--- config.mk ---
export PLATFORM = sky130hd
export DESIGN_NAME = instr_encoder
export DESIGN_NICKNAME = d
export VERILOG_FILES = /design/src/rtl/instr_encoder.sv
export SDC_FILE = /design/constraint.sdc
export NUM_CORES = 1
export LEC_CHECK = 0
export ABC_CLOCK_PERIOD_IN_PS = 4800
export CAP_MARGIN = 20
export CORE_ASPECT_RATIO = 0.5
export CORE_MARGIN = 4
export CORE_UTILIZATION = 46
export DETAILED_ROUTE_END_ITERATION = 12
export GPL_TIMING_DRIVEN = 1
export MAX_ROUTING_LAYER = met4
export PLACE_DENSITY = 0.82
export SLEW_MARGIN = 20
export SYNTH_ARGS = -nofsm -noshare
export SYNTH_HDL_FRONTEND = slang
export SYNTH_SLANG_ARGS = --single-unit
--- constraint.sdc ---
create_clock -name clk -period 4.8 [get_ports clk]
set_input_delay 0.48 -clock clk [delete_from_list [all_inputs] [get_ports clk]]
set_output_delay 0.48 -clock clk [all_outputs]
set_load 0.01 [all_outputs]
--- src/rtl/instr_encoder.sv ---
// instr_encoder: packs symbolic instruction commands into 32-bit MIPS machine
// words and writes them sequentially into instruction memory through a
// valid/ready write port. Used to fill imem before the core leaves reset.
module instr_encoder #(
  parameter logic [31:0] BASE_ADDR = 32'h0000_0000,
  parameter int          DEPTH     = 64
) (
  input  logic        clk,
  input  logic        reset,
  input  logic        cmd_valid,
  output logic        cmd_ready,
  input  logic [3:0]  cmd_kind,
  input  logic [4:0]  cmd_rs,
  input  logic [4:0]  cmd_rt,
  input  logic [4:0]  cmd_rd,
  input  logic [15:0] cmd_imm,
  input  logic [25:0] cmd_target,
  input  logic        cmd_last,
  output logic        wr_valid,
  input  logic        wr_ready,
  output logic [31:0] wr_addr,
  output logic [31:0] wr_data,
  output logic [15:0] count,
  output logic        err,
  output logic        done
);

  typedef enum logic [1:0] {
    IDLE  = 2'd0,
    WRITE = 2'd1,
    DONE  = 2'd2
  } state_t;

  // Command kinds as presented on cmd_kind.
  localparam logic [3:0] K_NOP  = 4'd0;
  localparam logic [3:0] K_ADD  = 4'd1;
  localparam logic [3:0] K_SUB  = 4'd2;
  localparam logic [3:0] K_AND  = 4'd3;
  localparam logic [3:0] K_OR   = 4'd4;
  localparam logic [3:0] K_SLT  = 4'd5;
  localparam logic [3:0] K_LW   = 4'd6;
  localparam logic [3:0] K_SW   = 4'd7;
  localparam logic [3:0] K_BEQ  = 4'd8;
  localparam logic [3:0] K_ADDI = 4'd9;
  localparam logic [3:0] K_J    = 4'd10;

  // Opcode / funct values the control decoder expects.
  localparam logic [5:0] OP_RTYPE = 6'h00;
  localparam logic [5:0] OP_LW    = 6'h23;
  localparam logic [5:0] OP_SW    = 6'h2B;
  localparam logic [5:0] OP_BEQ   = 6'h04;
  localparam logic [5:0] OP_ADDI  = 6'h08;
  localparam logic [5:0] OP_J     = 6'h02;
  localparam logic [5:0] FN_ADD   = 6'h20;
  localparam logic [5:0] FN_SUB   = 6'h22;
  localparam logic [5:0] FN_AND   = 6'h24;
  localparam logic [5:0] FN_OR    = 6'h25;
  localparam logic [5:0] FN_SLT   = 6'h2A;

  // Highest word address in imem; one step past it wraps back to BASE_ADDR.
  localparam logic [31:0] LAST_ADDR = BASE_ADDR + 32'(4 * (DEPTH - 1));

  state_t      r_state;
  logic        r_cmd_ready;
  logic        r_wr_valid;
  logic [31:0] r_addr;
  logic [31:0] r_wr_data;
  logic [15:0] r_count;
  logic        r_err;
  logic        r_done;
  logic        r_last;

  logic [31:0] w_enc;
  logic        w_legal;
  logic [31:0] w_next_addr;

  // Combinational encoder: build the machine word for the presented command.
  always_comb begin
    // NOTE: every always_comb output gets a default first so no path leaves it
    // unassigned; otherwise synthesis infers a latch.
    w_enc   = 32'h0000_0000;
    w_legal = 1'b1;
    case (cmd_kind)
      K_NOP:  w_enc = 32'h0000_0000;
      K_ADD:  w_enc = {OP_RTYPE, cmd_rs, cmd_rt, cmd_rd, 5'd0, FN_ADD};
      K_SUB:  w_enc = {OP_RTYPE, cmd_rs, cmd_rt, cmd_rd, 5'd0, FN_SUB};
      K_AND:  w_enc = {OP_RTYPE, cmd_rs, cmd_rt, cmd_rd, 5'd0, FN_AND};
      K_OR:   w_enc = {OP_RTYPE, cmd_rs, cmd_rt, cmd_rd, 5'd0, FN_OR};
      K_SLT:  w_enc = {OP_RTYPE, cmd_rs, cmd_rt, cmd_rd, 5'd0, FN_SLT};
      K_LW:   w_enc = {OP_LW,   cmd_rs, cmd_rt, cmd_imm};
      K_SW:   w_enc = {OP_SW,   cmd_rs, cmd_rt, cmd_imm};
      K_BEQ:  w_enc = {OP_BEQ,  cmd_rs, cmd_rt, cmd_imm};
      K_ADDI: w_enc = {OP_ADDI, cmd_rs, cmd_rt, cmd_imm};
      K_J:    w_enc = {OP_J,    cmd_target};
      default: w_legal = 1'b0;
    endcase
  end

  // Next write address, wrapping at the end of imem.
  always_comb begin
    w_next_addr = (r_addr == LAST_ADDR) ? BASE_ADDR : r_addr + 32'd4;
  end

  // Loader FSM: accept a command, hold the write until imem takes it, stop
  // permanently once the last word (or an illegal last command) is seen.
  always_ff @(posedge clk) begin
    // NOTE: sequential state uses non-blocking assignments so every register
    // samples the pre-edge values regardless of statement order.
    if (!reset) begin
      r_state     <= IDLE;
      r_cmd_ready <= 1'b1;
      r_wr_valid  <= 1'b0;
      r_addr      <= BASE_ADDR;
      r_wr_data   <= 32'h0000_0000;
      r_count     <= 16'd0;
      r_err       <= 1'b0;
      r_done      <= 1'b0;
      r_last      <= 1'b0;
    end else begin
      case (r_state)
        IDLE: begin
          if (cmd_valid) begin
            if (w_legal) begin
              r_wr_data   <= w_enc;
              r_last      <= cmd_last;
              r_state     <= WRITE;
              r_cmd_ready <= 1'b0;
              r_wr_valid  <= 1'b1;
            end else begin
              // Illegal kinds are consumed without a write.
              r_err <= 1'b1;
              if (cmd_last) begin
                r_done      <= 1'b1;
                r_state     <= DONE;
                r_cmd_ready <= 1'b0;
              end
            end
          end
        end
        WRITE: begin
          if (wr_ready) begin
            r_addr     <= w_next_addr;
            r_wr_valid <= 1'b0;
            if (r_count != 16'hFFFF) begin
              r_count <= r_count + 16'd1;
            end
            if (r_last) begin
              r_done  <= 1'b1;
              r_state <= DONE;
            end else begin
              r_state     <= IDLE;
              r_cmd_ready <= 1'b1;
            end
          end
        end
        DONE: begin
          r_cmd_ready <= 1'b0;
          r_wr_valid  <= 1'b0;
        end
        default: begin
          r_state     <= IDLE;
          r_cmd_ready <= 1'b1;
          r_wr_valid  <= 1'b0;
        end
      endcase
    end
  end

  assign cmd_ready = r_cmd_ready;
  assign wr_valid  = r_wr_valid;
  assign wr_addr   = r_addr;
  assign wr_data   = r_wr_data;
  assign count     = r_count;
  assign err       = r_err;
  assign done      = r_done;

endmodule
### Yosys cells after proc, flatten, opt, wreduce, memory -nomap -nowiden

Index checks and enable logic that the tools add are counted.

| storage, ports and cells | value |
|---|---|
| flip-flop bits (word level) | 87 |
| bits in latches | 0 |
| bits in writable memories | 0 |
| memory bits (read-only) | 0 |
| input bits | 66 |
| output and inout port bits | 84 |
| word-level logic and storage cells | 72 |
| memories | 0 |

| cells by class | value |
|---|---|
| add/sub/neg operators | 2 |
| multiply operators | 0 |
| div/mod/pow operators | 0 |
| order comparisons | 0 |
| equality and inequality tests | 22 |
| shift-type cells | 0 |
| mux-type cells | 25 |
| bitwise operators | 2 |
| reductions and logical operators | 12 |

Operator list:

| kind | number |
|---|---|
| $pmux W32 S10 | 1 |
| $add A32 B3 Y32 const B | 1 |
| $eq A32 B8 Y1 const B | 1 |
| $mux W32 | 1 |
| $add A16 B1 Y16 const B | 1 |
| $eq A4 B3 Y1 const B | 4 |
| $ne A16 B16 Y1 const B | 1 |
| $mux W1 | 14 |
| $ne A2 B2 Y1 const B | 7 |
| $eq A4 B4 Y1 const B | 3 |
| $reduce_and A3 Y1 | 4 |
| $reduce_or A11 Y1 | 1 |
| $mux W2 | 5 |
| $eq A4 B2 Y1 const B | 2 |
| $reduce_and A4 Y1 | 2 |
| $pmux W2 S3 | 1 |
| $reduce_and A6 Y1 | 1 |
| $eq A4 B1 Y1 const B | 1 |
| $logic_not A4 Y1 | 1 |
| $pmux W1 S2 | 2 |
| $ne A3 B3 Y1 const B | 1 |
| $pmux W1 S3 | 1 |
| $eq A2 B1 Y1 const B | 1 |
| $eq A2 B2 Y1 const B | 1 |
| 4 further kinds | 5 |

### Depth between registers and ports, before layout

Gate-level depths: netlist (run 1).

| logic depth | value |
|---|---|
| depth in word-level cells | 6 |
| mapped depth | 7 |

### Least setup slack after synthesis (run 1)

No wires, ideal clock.

| path | value |
|---|---|
| path type | in2reg |
| from | in cmd_kind[1] |
| to | reg r_wr_data[16] (netlist: wr_data[16]) |
| arrival time | 1.932 ns |
| required time | 4.672 ns |
| path slack | 2.740 ns |
| stages | 6 |
| buffers on the path | 2 |
| path through | clkbuf_1 > or4_1 > o211ai_1 > buf_2 > a2bb2oi_1 > nor2_1 |

| on the way | value |
|---|---|
| word-level cells in the longest chain between the ends | 4 |
| elaborated cells on any way between the ends | 15 |
| classes of those cells | eq/ne (10); mux (2); reduce/logical (3) |

Ends and longest elaborated chain:

| what | RTL line | source |
|---|---|---|
| start: declaration | 12 | `input logic [3:0] cmd_kind,` |
| $eq A4 B4 Y1, or another cell as far along | 83 | `case (cmd_kind)` |
| $reduce_or A11 Y1 (no line) | - |  |
| $mux W1 | 83 |  |
| $reduce_and A3 Y1 (no line) | - |  |
| end signal: assignment | 124 | `r_wr_data <= w_enc;` |
| end: declaration | 67 | `logic [31:0] r_wr_data;` |

Several ways; a longest one is shown, not always the timed one.
A chain may end at the register's enable or synchronous reset.

### Worst setup path in the final report (run 1)

| path | value |
|---|---|
| from | in cmd_kind[1] |
| to | reg r_wr_data[3] (netlist: wr_data[3]) |

Same word-level chain as after synthesis.

==> results of run 1 <==
[cells by family (layout without fill, tap and decap cells)]
| group | count (synthesis) | count (layout) | synth area share |
|---|---|---|---|
| and+or+nand+nor | 195 | 195 | 0.265 |
| AOI/OAI and AO/OA | 149 | 149 | 0.239 |
| DFF | 83 | 83 | 0.403 |
| buffers and inverters | 44 | 174 | 0.0461 |
| xor gates and xnor gates | 14 | 14 | 0.0297 |
| muxes | 4 | 4 | 0.0100 |
| adders and majority gates | 2 | 2 | 0.00607 |
| other | 1 | 3 | 0.000909 |
[per-stage QoR]
step / power, mW / area, sq um / hold slack, ns
global placement: 0.942 / 5650 / 0.438
detailed placement: 0.946 / 5650 / 0.445
CTS: 1.74 / 5990 / 0.452
global route: 1.78 / 6000 / 0.472
finish: 1.73 / 6000 / 0.451
floorplan: 0.835 / 4130 / 0.463
[final timing paths]
check / end / slack [ns]
max: wr_data[3] / 1.94
min: wr_data[28] / 0.45
max reg2reg: wr_addr[11] / 2.17
min reg2reg: wr_data[28] / 0.45
[metal layers]
layer	vias up	track usage	part of all wire
met4	0	0.0553	0.011
li1	2133	-	-
met5	-	-	0
met3	13	0.0749	0.072
met2	131	0.381	0.49
met1	2048	0.264	0.43
[layout by cell type, fill, tap and decap left out, drive strengths merged, types with 3 or more instances in the layout]
cell type / instances
bufinv: 3
a221oi: 4
dfxtp: 83
xnor2: 8
inv: 5
or3: 12
o31ai: 16
a32o: 3
nor4: 10
nand3: 27
nand2: 44
nor2: 29
a32oi: 10
a211oi: 3
or4: 21
a22oi: 4
nor3: 4
nor3b: 4
o211ai: 3
and4: 7
nand4: 17
clkbuf: 12
nor2b: 4
buf: 7
mux2i: 3
conb: 3
a21oi: 48
clkdlybuf4s50: 146
nand2b: 4
a21o: 8
a2bb2oi: 10
xor2: 6
a222oi: 5
o21ai: 28
[registers in the layout, indices dropped and copies added, names as in the netlist]
name / cells
err: 1
wr_data: 30
wr_addr: 30
cmd_ready: 1
r_last: 1
count: 16
wr_valid: 1
done: 1
r_state: 2
[layout make-up]
| type | count | area (sq um) | share of cell area |
|---|---|---|---|
| multi-input cells | 367 | 2310 | 0.385 |
| flip-flops and latches | 83 | 1660 | 0.277 |
| repair buffers | 153 | 1520 | 0.253 |
| clock buffers | 12 | 246 | 0.0411 |
| well taps | 117 | 146 | 0.0244 |
| clock inverters | 4 | 97.6 | 0.0163 |
| inverters | 5 | 18.8 | 0.00313 |
[where the power goes]
part           switching (mW)  total, mW  internal [mW]
sequential             0.0136      0.720          0.707
clock                   0.275      0.798          0.523
combinational          0.0962      0.211          0.115
total                   0.385       1.73           1.34
[worst register-to-register path, stage by stage, from the launching register on]
cell and delay [ns]:
dfxtp_1 0.45, ha_1 0.33, nand4b_1 0.32, o41ai_2 0.96, buf_4 0.38, nor2_1 0.09
==> flow_summary.ini, run 1 <==
[place]
place.gp.congestion = 0.815
place_inst = 724
post-place-ws_ns = 1.65
port_buffers = 146
hpwl_um = 8600

[synth]
synth_ff_type = dfxtp_1
yosysMostFrequentCell = dfxtp_1
netlist_top_cells_count = dfxtp_1, a21oi_1, nand2_1
postSynthAreaPerCell_sq_um = 8.38
postSynthCellCount = 492
synth_top_area_cell = dfxtp_1
async_flop_share = 0
ys_warn_count = 0
ys_seq_elements = 83
synth_area_leaders = dfxtp_1, a21oi_1, nand2_1
synthesis.area_sq_mm = 0.00412
yosysTopAreaCellShare = 0.403
synth_seq_area_share = 0.403
synth.distinct_cells = 53
synth-edff-count = 0

[setup_path]
cp.buffers_inverters = 2
worstSetupEndpointType = register
worst_r2r_path_depth = 5
start_kind = input port
cpLargestDelayFamily = buffers and inverters
worst_path_max_delay_cell = or4_1
r2r-start = wr_addr[2]
critPathMaxStageDelay_ns = 0.86
crit_required_ns = 5.03
crit_type = input port to register
crit_chain = clkdlybuf4s50_1 > or4_1 > o211ai_1 > buf_4 > nor2_1 > a32o_1
critPathArrivalTime_ns = 3.09
startpoint = cmd_kind[1]
cp.depth = 6
cp_max_fo = 19

[finish]
area_growth_pct = 45.5
num_antenna_cells = 0
drive_above_1_share = 0.0513
nets = 687
final_util = 0.689
final_cells = 741
nFillCells = 715

[cts]
h-tree-depth = 3
numCtsBuffers = 9
clock_path_buffers = 2
cts.sinks = 83
post_cts_buffers = 0
root_buffer = clkbuf_16
insertion_delay_ns = 0.34
cts_tree = yes
ctsHoldBuffers = 0
path_clk_slew_ns = 0.06
ctsResizeCount = 0

[routing]
wirelength_um = 11700
via_per_inst = 5.84
drt_iter0_markers = 200
wire_per_inst_um = 15.9
drt_pass1_iterations = 4
drc_errors = 0
via_count = 4325
postRouteAntennaNets = 0

[power_and_ir_drop]
power_density_mw_per_mm2 = 288
vdd_drop_max_mv = 0.224
power.leakage_nw = 2.00

[timing]
timing.fmax_mhz = 350
rsz0062_at_grt = no
worst_slew_pin_slew_ns = 0.959
slew_violations = 0
skew_ns = 0.00665
finalSetupTns_ns = 0
hold_viol = 0
fin_crit_sh = 0.595
finalCriticalPeriod_ns = 2.86
relSlewSlack = 0.354
layout_setup_ws_ns = 1.94
setup_viol_count_final = 0

[die]
die_h_um = 75.0
ios = 150
coreArea_sq_mm = 0.00871
rows = 24
die_area_sq_mm = 0.0106
die_x_um = 142
initial_core_util = 0.474

[global_routing]
grt_max_degree = 24
grt_pass1_wl_um = 18900
grt_pass1_vias = 3942
track_usage = 0.225
antenna_found_initial = 0
grt-ovfl-total = 0

[run]
drv_cap = 0

[hold_path]
worstHoldStart = wr_data[28]
hold_path_depth = 2
min_path_type = register to register

[run_status]
status = completed
No activity file was read; power rests on OpenSTA's default activity.
==> run 2: changes to the inputs <==
- ABC_CLOCK_PERIOD_IN_PS: 4800 -> 2430
- CORE_UTILIZATION: 46 -> 41
- PLACE_DENSITY: 0.82 -> 0.77
- clock period: 4.8 -> 2.43 ns (I/O delays scaled with it)
==> flow_summary.ini, run 2 (synthesized netlist as in run 1, its figures left out) <==
[routing]
drc_errors = 0
drt_iter0_markers = 280
drt_pass1_iterations = 5
postRouteAntennaNets = 0
wirelength_um = 12600
wire_per_inst_um = 16.0
via_per_inst = 5.71
via_count = 4481

[cts]
cts_tree = yes
h-tree-depth = 3
root_buffer = clkbuf_16
numCtsBuffers = 9
clock_path_buffers = 2
post_cts_buffers = 0
cts.sinks = 83
path_clk_slew_ns = 0.06
insertion_delay_ns = 0.34

[setup_path]
crit_required_ns = 2.70
worstSetupEndpointType = register
crit_chain = nand4_2 > or4_4 > or4_1 > a21oi_1
crit_type = register to register
cp_max_fo = 18
cp.buffers_inverters = 0
critPathArrivalTime_ns = 2.35
start_kind = register
critPathMaxStageDelay_ns = 0.69
worst_path_max_delay_cell = or4_4
cpLargestDelayFamily = simple AND/OR/NAND/NOR gates

[finish]
area_growth_pct = 49.6
num_antenna_cells = 0
nFillCells = 871
final_util = 0.640
nets = 713
mostFrequentLayoutCells = clkdlybuf4s50_1, dfxtp_1, a21oi_1, nand2_1, buf_4
final_common_cell = clkdlybuf4s50_1
drive_above_1_share = 0.0908

[global_routing]
use_met3 = 0.0570
grt_pass1_vias = 4101
busiest_layer = met2
track_usage = 0.214
grt-ovfl-total = 0
grt_pass1_wl_um = 20000
antenna_found_initial = 0
grt.met1_usage = 0.263
gr-usage-met2 = 0.346
grt_max_degree = 21

[timing]
slew_violations = 0
relSlewSlack = 0.504
finalSetupTns_ns = 0
setup_viol_count_final = 0
rsz0062_at_grt = no
worst_slew_pin_slew_ns = 0.739
skew_ns = 0.00982
finalCriticalPeriod_ns = 2.08
hold_viol = 0
timing.fmax_mhz = 481
fin_crit_sh = 0.855

[die]
die_x_um = 150
initial_core_util = 0.428
die_h_um = 78.9
die_area_sq_mm = 0.0118
coreArea_sq_mm = 0.00963
ios = 150
rows = 25

[run]
drv_cap = 0

[power_and_ir_drop]
power_density_mw_per_mm2 = 525
vdd_drop_max_mv = 0.362
power.leakage_nw = 2.12

[hold_path]
min_path_type = register to register

[run_status]
status = completed

[place]
hpwl_um = 9160
place.gp.congestion = 0.829
port_buffers = 146
[run 2: cell type report]
type,instances,area [sq um],share of cell area
Clock inverter,4,48.8,0.00791
Sequential cell,83,1660,0.269
Multi-Input combinational cell,367,2320,0.375
Clock buffer,12,246,0.0400
Timing Repair Buffer,179,1710,0.277
Tap cell,135,169,0.0274
Inverter,5,18.8,0.00304
[run 2: timing repair]
item                                    4_1_cts  5_1_grt
hold buffers                                  0        0
resized for setup                             0        1
endpoints found under the setup margin        0        2
[run 2: tightest hold or removal path: cells and delay by family (launching register included)]
family	cells	cell delay, ns
AOI/OAI and AO/OA	1	0.05
DFF	1	0.31
and+or+nand+nor	1	0.05
[run 2: layer usage]
| layer | vias to the layer above | share of wire |
|---|---|---|
| met1 | 2137 | 0.44 |
| met3 | 22 | 0.071 |
| li1 | 2178 | - |
| met2 | 144 | 0.48 |
| met5 | - | 0 |
| met4 | 0 | 0.016 |
[run 2: final timing paths]
path               from     endpoint  cells past startpoint  slack (ns)
max          wr_addr[8]  wr_addr[30]                      4        0.35
max reg2reg  wr_addr[8]  wr_addr[30]                      4        0.35
min reg2reg  wr_data[9]   wr_data[9]                      2        0.45
min          wr_data[9]   wr_data[9]                      2        0.45
[run 2: per-stage QoR]
stage                     std cells  hold WS, ns  setup WS (ns)  instance area (sq um)  power [mW]
after floorplan                 494        0.379          0.373                   4130        1.65
after global placement          769        0.439          0.225                   5870        1.89
after detailed placement        769        0.449          0.168                   5870        1.90
after CTS                       785        0.457          0.179                   6170        3.26
after global routing            785        0.474          0.213                   6170        3.36
final                           785        0.454          0.352                   6170        3.24
[run 2: where the power goes]
group	internal, mW	switching, mW
clock network	0.825	0.545
logic	0.248	0.198
registers	1.40	0.0267
total	2.47	0.770
==> run 3: changes to the inputs <==
- CORE_MARGIN: 4 -> 2
- MAX_ROUTING_LAYER: met4 -> unset
==> flow_summary.ini, run 3 (synthesized netlist as in run 1, its figures left out) <==
[cts]
path_clk_slew_ns = 0.07
cts.sinks = 83
root_buffer = clkbuf_16
clock_path_buffers = 2
cts_tree = yes
ctsHoldBuffers = 0
numCtsBuffers = 9
insertion_delay_ns = 0.34
h-tree-depth = 3

[power_and_ir_drop]
netSwitchingPower_mw = 0.812
power_density_mw_per_mm2 = 526
p_int_mw = 2.45
p_comb_frac = 0.138
seqPwrFrac = 0.435
vdd_drop_max_mv = 0.386
power.leakage_nw = 2.13
switching_share = 0.249
clockPowerShare = 0.427

[setup_path]
crit_type = register to register
critPathArrivalTime_ns = 2.45
crit_required_ns = 2.70
start_kind = register
regToRegEndpoint = wr_addr[22]
r2r-start = wr_addr[3]
r2r_slack_ns = 0.25
cp_max_fo = 7
worstSetupEndpointType = register
worst_r2r_path_depth = 5

[finish]
mostFrequentLayoutCells = clkdlybuf4s50_1, dfxtp_1, a21oi_1, nand2_1, buf_4
multi_input_area_sq_mm = 0.00232
final_util = 0.645
num_antenna_cells = 0
nFillCells = 827
final_common_cell = clkdlybuf4s50_1
seq_area_sq_mm = 0.00166
drive_above_1_share = 0.0980
post-route-cell-area_sq_mm = 0.00620
nets = 716
area_growth_pct = 50.3

[timing]
layout_setup_ws_ns = 0.252
timing.fmax_mhz = 459
finalSetupTns_ns = 0
setup_viol_count_final = 0
finalCriticalPeriod_ns = 2.18
skew_ns = 0.00976
fin_crit_sh = 0.896
rsz0062_at_grt = no
hold_viol = 0
worst_hold_slack_ns = 0.458
slew_violations = 0

[place]
hpwl_um = 8960
post-place-ws_ns = 0.131
place.gp.congestion = 0.815
placed_cell_area_sq_mm = 0.00589
port_buffers = 146

[global_routing]
grt_pass1_wl_um = 19800
grt_pass1_vias = 4139
track_usage = 0.223
grt-ovfl-total = 0
grt_max_degree = 25
antenna_found_initial = 0

[die]
ios = 150
initial_core_util = 0.429
die_area_sq_mm = 0.0109
coreArea_sq_mm = 0.00960
die_x_um = 146
die_h_um = 74.9
rows = 25

[routing]
drc_errors = 0
wirelength_um = 12200
drt_pass1_iterations = 5
via_per_inst = 5.67
drt_iter0_markers = 214
via_count = 4465
postRouteAntennaNets = 0
wire_per_inst_um = 15.5

[run]
drv_cap = 0

[hold_path]
hold_path_depth = 2
worstHoldStart = wr_data[8]
min_path_type = register to register
min_to = wr_data[8]

[run_status]
status = completed
run 3: cell count changes in the layout (fill, tap and decap cells not counted), sizes merged:
| cell | delta |
|---|---|
| buf | +3 |
| clkbuf | -3 |
| clkinvlp | +2 |
| inv | +1 |
run 3: power groups by stage:
stage | registers, mW | logic, mW | clock network, mW
final | 1.42 | 0.450 | 1.39
after global routing | 1.43 | 0.491 | 1.46
after CTS | 1.42 | 0.451 | 1.41
after detailed placement | 1.45 | 0.448 | 0
after global placement | 1.45 | 0.444 | 0
after floorplan | 1.46 | 0.189 | 0
run 3: how the worst max path moves through the flow:
stage / start / end / slack, ns / cells past startpoint
after global routing: wr_addr[3] / wr_addr[22] / 0.12 / 5
after global placement: wr_ready / wr_addr[22] / 0.23 / 5
after CTS: wr_addr[9] / wr_addr[31] / 0.16 / 4
after floorplan: wr_addr[2] / wr_addr[18] / 0.37 / 6
after detailed placement: wr_ready / wr_addr[25] / 0.13 / 5
final: wr_addr[3] / wr_addr[22] / 0.25 / 5
run 3: layer usage:
metal  share of wire  GRT usage
met5               0          0
met4           0.013     0.0643
met3           0.070     0.0703
met1            0.43      0.273
met2            0.49      0.390
run 3: cell type report:
cell class | count | area share
Inverter | 5 | 0.00303
Clock buffer | 9 | 0.0363
Multi-Input combinational cell | 367 | 0.374
Clock inverter | 7 | 0.0123
Tap cell | 135 | 0.0273
Sequential cell | 83 | 0.268
Timing Repair Buffer | 182 | 0.279
run 3: critical path: stages, from the launching register on:
cell and delay (ns):
dfxtp_1 0.44, ha_1 0.33, nand4b_1 0.18, or4_1 0.66, or3_1 0.35, a21oi_1 0.14
run 3: what timing repair did:
action / CTS / global route
gates resized for setup: 0 / 1
setup buffers: 0 / 0
endpoints found under the setup margin: 0 / 1
run 3: metrics by stage:
stage | instances | power (mW)
3_3_place_gp | 772 | 1.89
3_5_place_dp | 772 | 1.90
5_1_grt | 788 | 3.37
6_report | 788 | 3.26
4_1_cts | 788 | 3.28
2_1_floorplan | 494 | 1.65
